### src/rtl/dtpu_cluster_dispatcher.sv
// Front-end dispatcher: data tuples go whole to clusters in round-robin order,
// programming messages go to one addressed cluster or to all of them.
module dtpu_cluster_dispatcher #(
    parameter int NUM_CLUSTERS             = 4,
    parameter int NUM_CLUSTERS_BITS        = 2,
    parameter int DATA_BUS_WIDTH           = 512,
    parameter int NUM_PUS_PER_CLUSTER_BITS = 3,
    parameter int ORDER_FIFO_DEPTH_BITS    = 6
) (
    input  logic                                clk,
    input  logic                                rst_n,
    input  logic [DATA_BUS_WIDTH-1:0]           in_line,
    input  logic                                in_valid,
    input  logic                                in_last,
    input  logic                                in_ctrl,
    input  logic [1:0]                          in_mode,
    input  logic [NUM_PUS_PER_CLUSTER_BITS-1:0] in_pu,
    input  logic [NUM_CLUSTERS_BITS-1:0]        in_cluster,
    input  logic                                in_bcast,
    output logic                                in_ready,
    output logic [DATA_BUS_WIDTH-1:0]           out_line,
    output logic                                out_last,
    output logic                                out_ctrl,
    output logic [1:0]                          out_mode,
    output logic [NUM_PUS_PER_CLUSTER_BITS-1:0] out_pu,
    output logic [NUM_CLUSTERS-1:0]             out_valid,
    input  logic [NUM_CLUSTERS-1:0]             out_ready,
    output logic [NUM_CLUSTERS_BITS-1:0]        order_out,
    output logic                                order_valid,
    input  logic                                order_ready,
    output logic [31:0]                         tuples_dispatched,
    output logic [31:0]                         prog_lines
);

    localparam logic [1:0] S_IDLE  = 2'd0;
    localparam logic [1:0] S_TUPLE = 2'd1;
    localparam logic [1:0] S_PROG  = 2'd2;
    localparam int FIFO_DEPTH = 1 << ORDER_FIFO_DEPTH_BITS;

    logic [1:0]                       state;
    logic [NUM_CLUSTERS-1:0]          held_mask;
    logic [NUM_CLUSTERS-1:0]          target_mask;
    logic [NUM_CLUSTERS_BITS-1:0]     rr_ptr;
    logic [NUM_CLUSTERS_BITS-1:0]     fifo_mem [FIFO_DEPTH];
    logic [ORDER_FIFO_DEPTH_BITS-1:0] wr_ptr;
    logic [ORDER_FIFO_DEPTH_BITS-1:0] rd_ptr;
    logic [ORDER_FIFO_DEPTH_BITS:0]   count;
    logic free, order_full, first_line, is_prog, accept, push, pop;

    // The register is free once every cluster still holding the line takes it this cycle.
    assign free       = ((out_valid & ~out_ready) == '0);
    assign order_full = count[ORDER_FIFO_DEPTH_BITS];
    assign first_line = (state == S_IDLE);
    assign is_prog    = first_line ? in_ctrl : (state == S_PROG);
    assign in_ready   = rst_n & free & ~(first_line & ~in_ctrl & order_full);
    assign accept     = in_valid & in_ready;
    assign push       = accept & first_line & ~in_ctrl;
    assign pop        = order_valid & order_ready;

    assign order_valid = (count != '0);
    assign order_out   = fifo_mem[rd_ptr];

    // NOTE: every variable in this block gets a default first so no latch is inferred.
    always_comb begin
        target_mask = held_mask;
        if (first_line) begin
            if (in_ctrl)
                target_mask = in_bcast ? '1 : (NUM_CLUSTERS'(1) << in_cluster);
            else
                target_mask = NUM_CLUSTERS'(1) << rr_ptr;
        end
    end

    // NOTE: sequential state uses non-blocking assignments only.
    always_ff @(posedge clk) begin
        if (!rst_n) begin
            state             <= S_IDLE;
            held_mask         <= '0;
            rr_ptr            <= '0;
            out_valid         <= '0;
            out_line          <= '0;
            out_last          <= 1'b0;
            out_ctrl          <= 1'b0;
            out_mode          <= '0;
            out_pu            <= '0;
            wr_ptr            <= '0;
            rd_ptr            <= '0;
            count             <= '0;
            tuples_dispatched <= '0;
            prog_lines        <= '0;
        end else begin
            out_valid <= out_valid & ~out_ready;
            if (accept) begin
                out_valid <= target_mask;
                out_line  <= in_line;
                out_last  <= in_last;
                out_ctrl  <= is_prog;
                out_mode  <= in_mode;
                out_pu    <= in_pu;
                held_mask <= target_mask;
                if (in_last)
                    state <= S_IDLE;
                else if (first_line)
                    state <= in_ctrl ? S_PROG : S_TUPLE;
                if (is_prog) begin
                    prog_lines <= prog_lines + 32'd1;
                end else if (in_last) begin
                    tuples_dispatched <= tuples_dispatched + 32'd1;
                    rr_ptr <= (rr_ptr == NUM_CLUSTERS_BITS'(NUM_CLUSTERS - 1)) ? '0 : rr_ptr + 1'b1;
                end
            end
            if (push)
                wr_ptr <= wr_ptr + 1'b1;
            if (pop)
                rd_ptr <= rd_ptr + 1'b1;
            if (push & ~pop)
                count <= count + 1'b1;
            else if (pop & ~push)
                count <= count - 1'b1;
        end
    end

    // NOTE: FIFO storage is not reset; emptiness is tracked by count alone.
    always_ff @(posedge clk) begin
        if (push)
            fifo_mem[wr_ptr] <= rr_ptr;
    end

endmodule

### config.mk
export PLATFORM = sky130hd
export DESIGN_NAME = dtpu_cluster_dispatcher
export DESIGN_NICKNAME = d
export VERILOG_FILES = /design/src/rtl/dtpu_cluster_dispatcher.sv
export SDC_FILE = /design/constraint.sdc
export NUM_CORES = 1
export LEC_CHECK = 0
export BUFFER_PORTS_ARGS = -buffer_cell sky130_fd_sc_hd__buf_4
export CAP_MARGIN = 5
export CORE_AREA = 2 2 431 433
export DETAILED_ROUTE_END_ITERATION = 8
export DIE_AREA = 0 0 433 435
export PLACE_DENSITY_LB_ADDON = 0.05
export SLEW_MARGIN = 10
export SYNTH_ARGS = -nofsm -noshare
export SYNTH_HDL_FRONTEND = slang
export SYNTH_SLANG_ARGS = --single-unit
### constraint.sdc
create_clock -name clk -period 7.2 [get_ports clk]
set_input_delay 1.44 -clock clk [delete_from_list [all_inputs] [get_ports clk]]
set_output_delay 1.44 -clock clk [all_outputs]
set_load 0.01 [all_outputs]
# Yosys cells after proc, flatten, opt, wreduce, memory -nomap -nowiden
# Memories as Yosys holds them, arrays and structs flattened. A register that Yosys moved wholly into a read port is not among the register bits.
# Index checks and enable logic that the tools add are counted.
[word_totals]
register_bits = 614
mem_bits_rw = 128
memories = 1
wordCells = 66
out_inout_bits = 591
input_bits = 530
[op_classes]
eq_ne = 2
n_mux = 15
addsub = 7
shifts = 2
n_bitwise = 17
reduce_logical = 8
[mem_list]
columns = ["name", "words", "width", "read_ports", "rd_clocked_by_memory_dff", "wr", "line", "rtl"]
rows = [
  ["fifo_mem", 64, 2, 1, 1, 1, "44", "logic [NUM_CLUSTERS_BITS-1:0] fifo_mem [FIFO_DEPTH];"],
]
[op_table]
columns = ["cell", "n"]
rows = [
  ["adder 32 x 1 -> 32 bit (second input constant)", 2],
  ["two-way mux 4 bit", 4],
  ["two-way mux 7 bit", 2],
  ["adder 6 x 1 -> 6 bit (second input constant)", 2],
  ["two-way mux 6 bit", 2],
  ["AND 1 bit", 10],
  ["two-way mux 2 bit", 4],
  ["left shift 1 x 2 -> 4 bit (first input constant)", 2],
  ["adder 7 x 1 -> 7 bit (second input constant)", 1],
  ["nonzero test 7 bit", 1],
  ["subtractor 7 x 1 -> 7 bit (second input constant)", 1],
  ["NOT 1 bit", 5],
  ["AND 4 bit", 1],
  ["== test 2 bit (second input constant)", 2],
  ["zero test 4 bit", 1],
  ["NOT 4 bit", 1],
  ["AND reduction 2 bit", 2],
  ["nonzero test 2 bit", 2],
  ["two-way mux 1 bit", 3],
  ["AND reduction 3 bit", 1],
  ["adder 2 x 1 -> 2 bit (second input constant)", 1],
  ["zero test 2 bit", 1],
]

# Longest topological paths before layout
# Gate-level depths: netlist (run 1).
[logic_depth]
depth_word = 12
depth_mapped = 12
depth_no_buf = 11

# Worst setup path after synthesis (run 1)
# OpenSTA, ideal clock, no wires.
[synth_timing]
path_kind = "input to register"
start = "in out_ready[2]"
end = "reg count[5]"
path_buffers = 1
setup_ns = 0.132
path_stages = 12
setup_slack_ns = 3.038
arrival_time_ns = 4.030
t_required_ns = 7.068
path_cell_list = "nor2b_1 > or3_1 > clkbuf_1 > nor3b_2 > ha_1 > inv_1 > ha_1 > a21o_1 > a21o_1 > a21oi_1 > nor4_1 > or3b_2"
[synth_via]
elab_chain_cells = 11
elab_cells_between_ends = 13
classes_between = "1 x mux; 10 x bitwise; 2 x reduce/logical"
[synth_rtl]
columns = ["element", "line", "rtl"]
rows = [
  ["start: declaration", "27", "input logic [NUM_CLUSTERS-1:0] out_ready,"],
  ["NOT 4 bit (*)", "51", "assign free = ((out_valid & ~out_ready) == '0);"],
  ["AND 4 bit (*)", "51", ""],
  ["zero test 4 bit (*)", "51", ""],
  ["AND 1 bit (*) (2 in series)", "55", "assign in_ready = rst_n & free & ~(first_line & ~in_ctrl & order_full);"],
  ["AND 1 bit (*)", "56", "assign accept = in_valid & in_ready;"],
  ["AND 1 bit (*) (2 in series)", "57", "assign push = accept & first_line & ~in_ctrl;"],
  ["named net push", "48", "logic free, order_full, first_line, is_prog, accept, push, pop;"],
  ["NOT 1 bit", "118", "else if (pop & ~push)"],
  ["AND 1 bit", "118", ""],
  ["nonzero test 2 bit (no line)", "-", ""],
  ["end signal: assignment", "117", "count <= count + 1'b1;"],
  ["end signal: assignment", "119", "count <= count - 1'b1;"],
  ["end: declaration", "47", "logic [ORDER_FIFO_DEPTH_BITS:0] count;"],
]
# The timed path passes the listed nets; every way through them passes the cells marked *.
# A chain may end at the register's enable or synchronous reset.

==> results of run 1 <==
[power breakdown]
| group | internal [mW] | switching, mW | total [mW] |
|---|---|---|---|
| Sequential | 4.49 | 0.211 | 4.70 |
| Clock | 3.06 | 2.11 | 5.17 |
| Combinational | 0.791 | 1.01 | 1.80 |
| Total | 8.34 | 3.33 | 11.7 |
[cell usage in the layout (no fill, tap or decap), types with 18 or more instances in the layout]
| cell | netlist | final |
|---|---|---|
| inv_1 | 18 | 18 |
| mux2i_1 | 27 | 27 |
| a21oi_1 | 572 | 572 |
| o31ai_1 | 21 | 21 |
| or3_1 | 22 | 22 |
| buf_4 | 2 | 1140 |
| mux4_2 | 28 | 28 |
| nand2_1 | 1086 | 1086 |
| nand3_1 | 27 | 27 |
| o21ai_0 | 27 | 27 |
| clkbuf_16 | 0 | 104 |
| dfxtp_1 | 620 | 617 |
| clkbuf_8 | 0 | 25 |
| clkbuf_1 | 92 | 39 |
| nor2_1 | 114 | 113 |
| nand4_1 | 31 | 31 |
| or4_1 | 22 | 22 |
| edfxtp_1 | 128 | 128 |
[sequential cells by signal, summed over array words and instances (netlist names), 2 cells and up, named ones only]
signal             flops
tuples_dispatched     32
out_mode               2
rr_ptr                 2
prog_lines            32
count                  7
state                  2
out_pu                 3
held_mask              4
rd_ptr                 6
out_valid              4
fifo_mem             128
out_line             512
wr_ptr                 6
[cell type report]
| class | instances | area, um2 | area share [%] |
|---|---|---|---|
| sequential | 748 | 16300 | 38.6 |
| tap | 2480 | 3100 | 7.36 |
| antenna | 5 | 12.5 | 0.0297 |
| clock inverter | 20 | 259 | 0.614 |
| multi-input combinational | 2159 | 10700 | 25.4 |
| timing repair buffer | 1144 | 8640 | 20.5 |
| inverter | 19 | 78.8 | 0.187 |
| clock buffer | 168 | 3090 | 7.33 |
[layer usage]
layer | part of all wire (%) | track usage, % | up-vias
met5 | 0.059 | 0 | -
met4 | 1.8 | 4.05 | 14
met3 | 7.1 | 5.28 | 179
met2 | 51 | 30.7 | 755
met1 | 40 | 19.8 | 12752
li1 | - | - | 12712
[cell usage after synthesis (6+ instances only)]
cell	instances	area share, %
a21oi_1	572	10
and3_1	8	0.18
and4_1	8	0.25
buf_1	10	0.13
buf_2	115	2.1
clkbuf_1	92	1.2
dfxtp_1	620	44
edfxtp_1	128	14
ha_1	14	0.63
inv_1	18	0.24
mux2i_1	27	0.97
mux4_2	28	2.3
nand2_1	1086	15
nand2b_1	15	0.34
nand3_1	27	0.48
nand3b_1	7	0.19
nand4_1	31	0.69
nor2_1	114	1.5
nor2b_1	9	0.20
nor3_1	6	0.11
nor4_1	13	0.29
o21ai_0	27	0.48
o22ai_1	6	0.13
o311ai_0	7	0.22
o31ai_1	21	0.56
or3_1	22	0.49
or4_1	22	0.59
xnor2_1	15	0.47
xor2_1	10	0.31
[through the flow]
step | instances | hold slack, ps
floorplan | 3146 | 437
global placement | 6550 | 442
detailed placement | 6550 | 447
CTS | 6738 | 455
global route | 6742 | 466
finish | 6743 | 452
[worst min-delay path by stage]
stage / to / slack [ps]
2_1_floorplan: held_mask[0]$_SDFFE_PN0N_ / 440
5_1_grt: out_line[96]$_SDFFE_PN0N_ / 470
3_5_place_dp: out_line[421]$_SDFFE_PN0N_ / 450
3_3_place_gp: out_line[437]$_SDFFE_PN0N_ / 440
6_report: out_line[7]$_SDFFE_PN0N_ / 450
4_1_cts: out_line[421]$_SDFFE_PN0N_ / 450
[cells by family (layout without fill, tap and decap cells)]
family	Yosys count	after routing	synth area share, %
XOR/XNOR	25	25	0.782
adder cells (fa/ha/maj)	15	15	0.697
flip-flops	748	748	58.1
AO/OA/AOI/OAI	667	667	12.6
multiplexers	55	55	3.22
AND/OR/NAND/NOR	1397	1397	20.9
buffers and inverters	239	1351	3.75
other	0	5	0
[worst max-delay path, cell delays in order (launching register included)]
cell	delay, ps
dfxtp_2	880
mux4_2	590
o311ai_0	640
o21ai_0	220
a211o_1	350
buf_4	160
==> metrics.md, run 1 <==
| Metric | Value |
|---|---|
| Status | `finished clean` |
| # IOs | `1,121` |
| Static leakage | `~17 nW` |
| Number of vias per cell | `~4` |
| Post-synth EDFFs | `128` |
| R2R Path Start | `out_valid[2]$_SDFF_PN0_` |
| CP max FO | `21` |
| Post-CTS Hold Fix Bufs | `0` |
| FILL cells | `20,492` |
| Crit path to | `order_out[1]` |
| CTS root buffer | `clkbuf_16` |
| Final Util | `22.9%` |
| RSZ-0062 raised after global routing | `no` |
| Post-Synthesis Cells | `3,146` |
| Top_reg_cell synth | `dfxtp_1` |
| VDD IR max | `170 uV` |
| Period utilization | `69.5%` |
| Post-route cell area | `0.0422 mm2` |
| Endpoints failing hold | `0` |
| Die Height | `~440 um` |
| Post-route setup TNS | `0 ps` |
| Core area | `0.184 mm2` |
| PD cells | `277 mW/mm2` |
| Unique masters post-synth | `62` |
| Layout cell share with drive strength beyond 1 | `31.5%` |
| Synthesized Nets | `3,691` |
| DRC errors left | `0` |
| Worst R2R Setup Slack | `around 3500 ps` |
| Routed Antenna Nets | `0` |
| Clock Latency Late Sink | `730 ps` |
| Final HPWL DP | `126 mm` |
| CTS tree | `done` |
| Buffer depth of the longest clock path | `3` |
| Drt first-iter violations | `between 1,000 and 1,500` |
| Setup bufs post-CTS | `0` |
| Detailed-route wire length per cell | `24.8 um` |
| Nets | `4,720` |
| Fmax achieved | `200 MHz` |
| Vias in the first global route | `around 27,000` |
| Post-cts gate resize count | `0` |
| Hold-critical path depth | `2` |
| Setup CP Type | `register to output pin` |
| Relative slew margins | `slightly above 20%` |
| Critical Path Sink Type | `output pin` |
| RR Endpoint | `out_line[49]$_SDFFE_PN0N_` |
| Crit path DAT | `3560 ps` |
| Register area share after synthesis | `between 50% and 60%` |
| First-pass GRT wire length | `227 mm` |
| WL final | `between 150 and 200 mm` |
| Max-cap violation count | `0` |
| Dpl ws | `between 2000 and 2500 ps` |
| Final setup vio count | `0` |
| CTS H-tree depth | `3` |
| Clock skew | `around 24 ps` |
| Area after DPL | `0.0388 mm2` |
| Die width | `433 um` |
| Clk sinks | `748` |
| Worst r2r path cells | `7` |
| Routed vias | `26,412` |
| # rows | `approximately 160` |
| Hold path startpoint | `out_line[7]$_SDFFE_PN0N_` |
| Die area | `between 0.15 and 0.2 mm2` |
| Synth Area per Inst | `8.90 um2` |
| Hold Path Class | `register to register` |
| Initial Util | `roughly 15%` |
| Synthesized cell area | `0.0280 mm2` |
| Post-synthesis async set-or-reset flop share | `0%` |
| Maximum number of pins on one net before global-route repair | `175` |
| Slew @ Worst Pin | `approximately 1200 ps` |
| Drt pass-1 iters | `5` |
| Worst setup margin | `around 2200 ps` |
| Total CTS buffers | `103` |
| Overall power | `11.7 mW` |
| Buffers added on ports | `1,120` |
| Clk pin slew, worst setup/hold paths | `50 ps` |
| Yosys reg bits | `roughly 750` |
| GP Congestion | `0.815` |
| Yosys warns | `0` |
| Initial antenna violation count | `31` |
| Grt ovf | `0` |
| Crit path time final | `5000 ps` |
| Total GRT Usage | `17.2%` |
| Max Slew Vio Count | `0` |
| CP required | `5760 ps` |
| Worst setup SP type | `register` |
| Layout area overhead | `50.6%` |
Note: power is estimated with default switching activity, not from simulation.
==> run 2, diff against run 1 <==
--- a/config.mk
+++ b/config.mk
@@ -7,9 +7,9 @@
 export LEC_CHECK = 0
 export BUFFER_PORTS_ARGS = -buffer_cell sky130_fd_sc_hd__buf_4
 export CAP_MARGIN = 5
-export CORE_AREA = 2 2 431 433
+export CORE_AREA = 2 2 433 435
 export DETAILED_ROUTE_END_ITERATION = 8
-export DIE_AREA = 0 0 433 435
+export DIE_AREA = 0 0 435 437
 export PLACE_DENSITY_LB_ADDON = 0.05
 export SLEW_MARGIN = 10
 export SYNTH_ARGS = -nofsm -noshare
==> constraint.sdc (replaced) <==
create_clock -name clk -period 4.14 [get_ports clk]
set_input_delay 0.828 -clock clk [delete_from_list [all_inputs] [get_ports clk]]
set_output_delay 0.828 -clock clk [all_outputs]
set_load 0.01 [all_outputs]
==> metrics.md, run 2 (synthesis gave the netlist of run 1 again) <==
| Metric | Value |
|---|---|
| Status | `finished clean` |
| Layout cell share with drive strength beyond 1 | `32.2%` |
| Initial Util | `15.1%` |
| Slowest-stage cell, CP | `mux4_2` |
| Dpl cells | `6,578` |
| Detailed-route wire length per cell | `24.6 um` |
| Largest regs | `out_line (512), fifo_mem (128)` |
| Most frequent CP cell | `buf_4` |
| Most flops, register | `out_line` |
| Met3 GRT Util | `approximately 5.5%` |
| Worst setup SP type | `register` |
| Period utilization | `92.6%` |
| Commonest cells after routing, fill and taps aside | `1,157 x buf_4, 1,086 x nand2_1, 616 x dfxtp_1` |
| CP max FO | `21` |
| Die area | `0.190 mm2` |
| Die width | `435 um` |
| Relative slew margins | `between 30% and 40%` |
| CTS tree | `done` |
| GR peak layer | `met2` |
| CTS H-tree depth | `3` |
| Post-route cell area | `0.0427 mm2` |
| Fmax achieved | `261 MHz` |
| Core area | `0.185 mm2` |
| Setup CP Type | `register to output pin` |
| Grt ovf | `0` |
| FILL cells | `20,625` |
| Drt first-iter violations | `1,370` |
| Static leakage | `around 17 nW` |
| Hold slack | `approximately 340 ps` |
| Slew @ Worst Pin | `928 ps` |
| M1 GR Usage | `20.0%` |
| Buffers added on ports | `1,120` |
| First-pass GRT wire length | `227 mm` |
| Die Height | `437 um` |
| Vias in the first global route | `26,416` |
| Number of vias per cell | `3.90` |
| DRC errors left | `0` |
| Post-route setup TNS | `0 ps` |
| CTS root buffer | `clkbuf_16` |
| Clk pin slew, worst setup/hold paths | `60 ps` |
| Global Route met2 Usage | `29.7%` |
| Setup bufs post-CTS | `0` |
| Total GRT Usage | `between 10% and 20%` |
| Maximum number of pins on one net before global-route repair | `148` |
| Endpoints failing hold | `0` |
| # IOs | `1,121` |
| Nets | `4,749` |
| Max Slew Vio Count | `0` |
| Ordered list of cells on the worst path | `buf_4 > mux4_2 > mux2i_1 > o22ai_1 > a211o_1 > buf_4` |
| Routed vias | `26,428` |
| Max reg flops | `512` |
| Layout area overhead | `52.5%` |
| Critical Path Sink Type | `output pin` |
| RSZ-0062 raised after global routing | `no` |
| Overall power | `between 20 and 25 mW` |
| Final Non-Filler Cells | `6,781` |
| Clock Latency Late Sink | `730 ps` |
| FF+latch area | `0.0163 mm2` |
| PD cells | `486 mW/mm2` |
| CP max stage delay | `~570 ps` |
| Commonest non-fill, non-tap cell in the layout | `buf_4` |
| Clk sinks | `748` |
| Buffer depth of the longest clock path | `3` |
| Total CTS buffers | `around 100` |
| Area after DPL | `0.0392 mm2` |
| Final setup vio count | `0` |
| Multi-input gate area in the final layout | `0.0107 mm2` |
| Crit path time final | `roughly 3800 ps` |
| Initial antenna violation count | `33` |
| CP required | `3310 ps` |
| Drt pass-1 iters | `5` |
| Final HPWL DP | `between 100 and 150 mm` |
| WL final | `167 mm` |
| Routed Antenna Nets | `0` |
| # rows | `158` |
| Hold Path Class | `primary input to register` |
| VDD IR max | `274 uV` |
| Max-cap violation count | `0` |
| Clock skew | `20.4 ps` |
| GP Congestion | `0.872` |
| Crit path DAT | `3010 ps` |
-- run 2: cell types whose count changed in the layout (fill, tap and decap cells not counted), sizes merged --
cell    change
bufinv      +5
buf        +28
clkinv      +6
clkbuf     -11
diode       +6
inv         +4
-- run 2: final timing paths --
check                           cells after the start  slack (ps)                        from                         end
worst max register to register                     12         910       count[2]$_SDFFE_PN0P_       count[5]$_SDFFE_PN0P_
worst max-delay path                                6         310                    register                order_out[1]
worst min-delay path                                3         340                in_line[205]  out_line[205]$_SDFFE_PN0N_
worst min register to register                      2         450  out_line[151]$_SDFFE_PN0N_  out_line[151]$_SDFFE_PN0N_
-- run 2: area by class of cell --
class,instances,share of cell area [%]
Clock inverter,35,1.07
Tap cell,2480,7.27
Timing Repair Buffer,1172,21.0
Clock buffer,157,7.16
Multi-Input combinational cell,2159,25.1
Antenna cell,11,0.0645
Sequential cell,748,38.1
Inverter,19,0.185
-- run 2: per-layer routing --
metal	vias up	share of wire, %
li1	12780	-
met1	12699	41
met2	762	51
met3	173	6.9
met4	14	1.8
met5	-	0.055
-- run 2: timing repair --
| item | CTS | global route |
|---|---|---|
| hold buffers | 0 | 0 |
| resized for setup | 0 | 3 |
| setup endpoints to repair | 0 | 2 |
-- run 2: metrics by stage --
| step | setup slack (ps) | util (%) |
|---|---|---|
| after floorplan | 590 | - |
| after global placement | 345 | 21.2 |
| after detailed placement | 342 | 21.2 |
| after CTS | 40.6 | 23.1 |
| after global routing | 41.4 | 23.1 |
| final | 306 | 23.1 |
-- run 2: critical path: cells and delay by family (launching register included) --
family | cells | cell delay, ps
muxes | 2 | 730
buffers and inverters | 2 | 560
DFF | 1 | 530
AOI/OAI and AO/OA | 2 | 460
-- run 2: report_power, final --
group          switching (mW)  total [mW]  internal (mW)
combinational            1.82        3.24           1.43
clock                    3.75        9.39           5.64
sequential              0.311        8.12           7.81
total                    5.88        20.8           14.9
==> run 3, diff against run 2 <==
--- a/config.mk
+++ b/config.mk
@@ -6,10 +6,10 @@
 export NUM_CORES = 1
 export LEC_CHECK = 0
 export BUFFER_PORTS_ARGS = -buffer_cell sky130_fd_sc_hd__buf_4
-export CAP_MARGIN = 5
-export CORE_AREA = 2 2 433 435
+export CAP_MARGIN = 25
+export CORE_AREA = 2 2 431 433
 export DETAILED_ROUTE_END_ITERATION = 8
-export DIE_AREA = 0 0 435 437
+export DIE_AREA = 0 0 433 435
 export PLACE_DENSITY_LB_ADDON = 0.05
 export SLEW_MARGIN = 10
 export SYNTH_ARGS = -nofsm -noshare
==> constraint.sdc (replaced) <==
create_clock -name clk -period 3.7 [get_ports clk]
set_input_delay 0.74 -clock clk [delete_from_list [all_inputs] [get_ports clk]]
set_output_delay 0.74 -clock clk [all_outputs]
set_load 0.01 [all_outputs]
==> metrics.md, run 3 (synthesis gave the netlist of run 1 again) <==
| Metric | Value |
|---|---|
| Number of vias per cell | `3.89` |
| R2R Path Start | `count[2]$_SDFFE_PN0P_` |
| Detailed-route wire length per cell | `around 25 um` |
| Post-route setup TNS | `0 ps` |
| Hold-critical path depth | `3` |
| Crit path time final | `between 3000 and 4000 ps` |
| # rows | `158` |
| Clk pin slew, worst setup/hold paths | `60 ps` |
| Largest regs | `out_line (512), fifo_mem (128)` |
| Period utilization | `95.3%` |
| Ordered list of cells on the worst path | `buf_12 > mux4_2 > mux2i_1 > o22ai_1 > a211o_1 > buf_4` |
| Worst setup margin | `175 ps` |
| Clock Latency Late Sink | `730 ps` |
| Worst R2R Setup Slack | `600 ps` |
| Die area | `0.188 mm2` |
| Commonest non-fill, non-tap cell in the layout | `buf_4` |
| Max-cap violation count | `0` |
| Crit path DAT | `between 2000 and 3000 ps` |
| Dpl cells | `6,595` |
| Hold path startpoint | `in_line[203]` |
| Initial Util | `about 15%` |
| Die width | `433 um` |
| Initial antenna violation count | `32` |
| Routed vias | `between 20,000 and 30,000` |
| Overall power | `between 20 and 25 mW` |
| CP max stage delay | `around 530 ps` |
| Layout cell share with drive strength beyond 1 | `approximately a third` |
| PD cells | `540 mW/mm2` |
| Final Non-Filler Cells | `between 6,000 and 7,000` |
| Area after DPL | `0.0394 mm2` |
| Buffers added on ports | `1,120` |
| Maximum number of pins on one net before global-route repair | `151` |
| Slew @ Worst Pin | `975 ps` |
| Final HPWL DP | `128 mm` |
| Final Util | `23.3%` |
| CTS root buffer | `clkbuf_16` |
| CP required | `between 2000 and 3000 ps` |
| CTS H-tree depth | `3` |
| Max reg flops | `512` |
| Hold Path Sink | `out_line[203]$_SDFFE_PN0N_` |
| CTS tree | `done` |
| Dpl ws | `221 ps` |
| Static leakage | `16.9 nW` |
| Relative slew margins | `35.0%` |
| FILL cells | `20,359` |
| Final setup vio count | `0` |
| Clock skew | `26.7 ps` |
| Total GRT Usage | `~17%` |
| Commonest cells after routing, fill and taps aside | `1,166 x buf_4, 1,086 x nand2_1, 615 x dfxtp_1` |
| RSZ-0062 raised after global routing | `no` |
| Fmax achieved | `284 MHz` |
| Buffer depth of the longest clock path | `3` |
| Nets | `4,771` |
| Endpoints failing hold | `0` |
| Clk sinks | `748` |
| Critical Path Sink Type | `output pin` |
| Post-CTS Hold Fix Bufs | `0` |
| Max Slew Vio Count | `0` |
| Post-route cell area | `between 0.04 and 0.05 mm2` |
| Hold Path Class | `primary input to register` |
| Vias in the first global route | `~27,000` |
| Die Height | `435 um` |
| # IOs | `1,121` |
| DRC errors left | `0` |
| Worst r2r path cells | `11` |
| WL final | `around 170 mm` |
| Slowest-stage cell, CP | `mux4_2` |
| VDD IR max | `340 uV` |
| Most flops, register | `out_line` |
| Grt ovf | `0` |
| Core area | `approximately 0.18 mm2` |
| Total CTS buffers | `105` |
| Setup CP Type | `register to output pin` |
| Worst setup SP type | `register` |
| GP Congestion | `0.815` |
| RR Endpoint | `count[5]$_SDFFE_PN0P_` |
| CP max FO | `8` |
| Routed Antenna Nets | `0` |
| First-pass GRT wire length | `227 mm` |
| Hold slack | `248 ps` |
| Drt first-iter violations | `1,188` |
| Layout area overhead | `53.4%` |
| Drt pass-1 iters | `6` |
| Status | `finished clean` |
-- run 3: cell count changes in the layout (fill, tap and decap cells not counted), sizes merged --
cell	before	now
buf	1172	1193
diode	11	1
clkinv	17	26
inv	26	21
bufinv	9	7
clkinvlp	2	0
clkbuf	157	158
-- run 3: final cells by class --
type                    count  area, um2  area share (%)
multi-input cells        2159      10800            25.1
inverters                  19       78.8           0.184
well taps                2480       3100            7.23
repair buffers           1193       9290            21.6
clock inverters            35        398           0.926
flip-flops and latches    748      16300            37.9
clock buffers             158       3050            7.10
diodes                      1       2.50         0.00583
-- run 3: report_power, final --
group	switching (mW)	internal, mW	total (mW)
registers	0.338	8.74	9.08
clock network	4.15	6.15	10.3
logic	2.09	1.72	3.81
total	6.58	16.6	23.2
-- run 3: worst max-delay path by stage --
stage,slack [ps],endpoint
6_report,170,order_out[1]
5_1_grt,7,order_out[1]
4_1_cts,3,order_out[0]
3_5_place_dp,220,count[5]$_SDFFE_PN0P_
3_3_place_gp,200,count[5]$_SDFFE_PN0P_
2_1_floorplan,240,count[5]$_SDFFE_PN0P_
-- run 3: layer usage --
layer	track usage (%)	up-vias	part of all wire (%)
met1	19.8	12686	40
li1	-	12826	-
met3	5.52	183	6.9
met4	3.28	16	1.8
met2	30.6	716	51
met5	0	-	0.062
-- run 3: timing repair --
item / CTS / global route
resized for setup: 14 / 3
buffers inserted: 3 / 0
cloned: 1 / 0
pin swaps: 1 / 0
setup endpoints to repair: 2 / 2
hold endpoints to repair: 0 / 0
-- run 3: critical path, delay by kind of cell (launching register included) --
| kind | cells | cell delay (ps) |
|---|---|---|
| AOI/OAI and AO/OA | 2 | 490 |
| DFF | 1 | 460 |
| muxes | 2 | 750 |
| buffers and inverters | 2 | 340 |
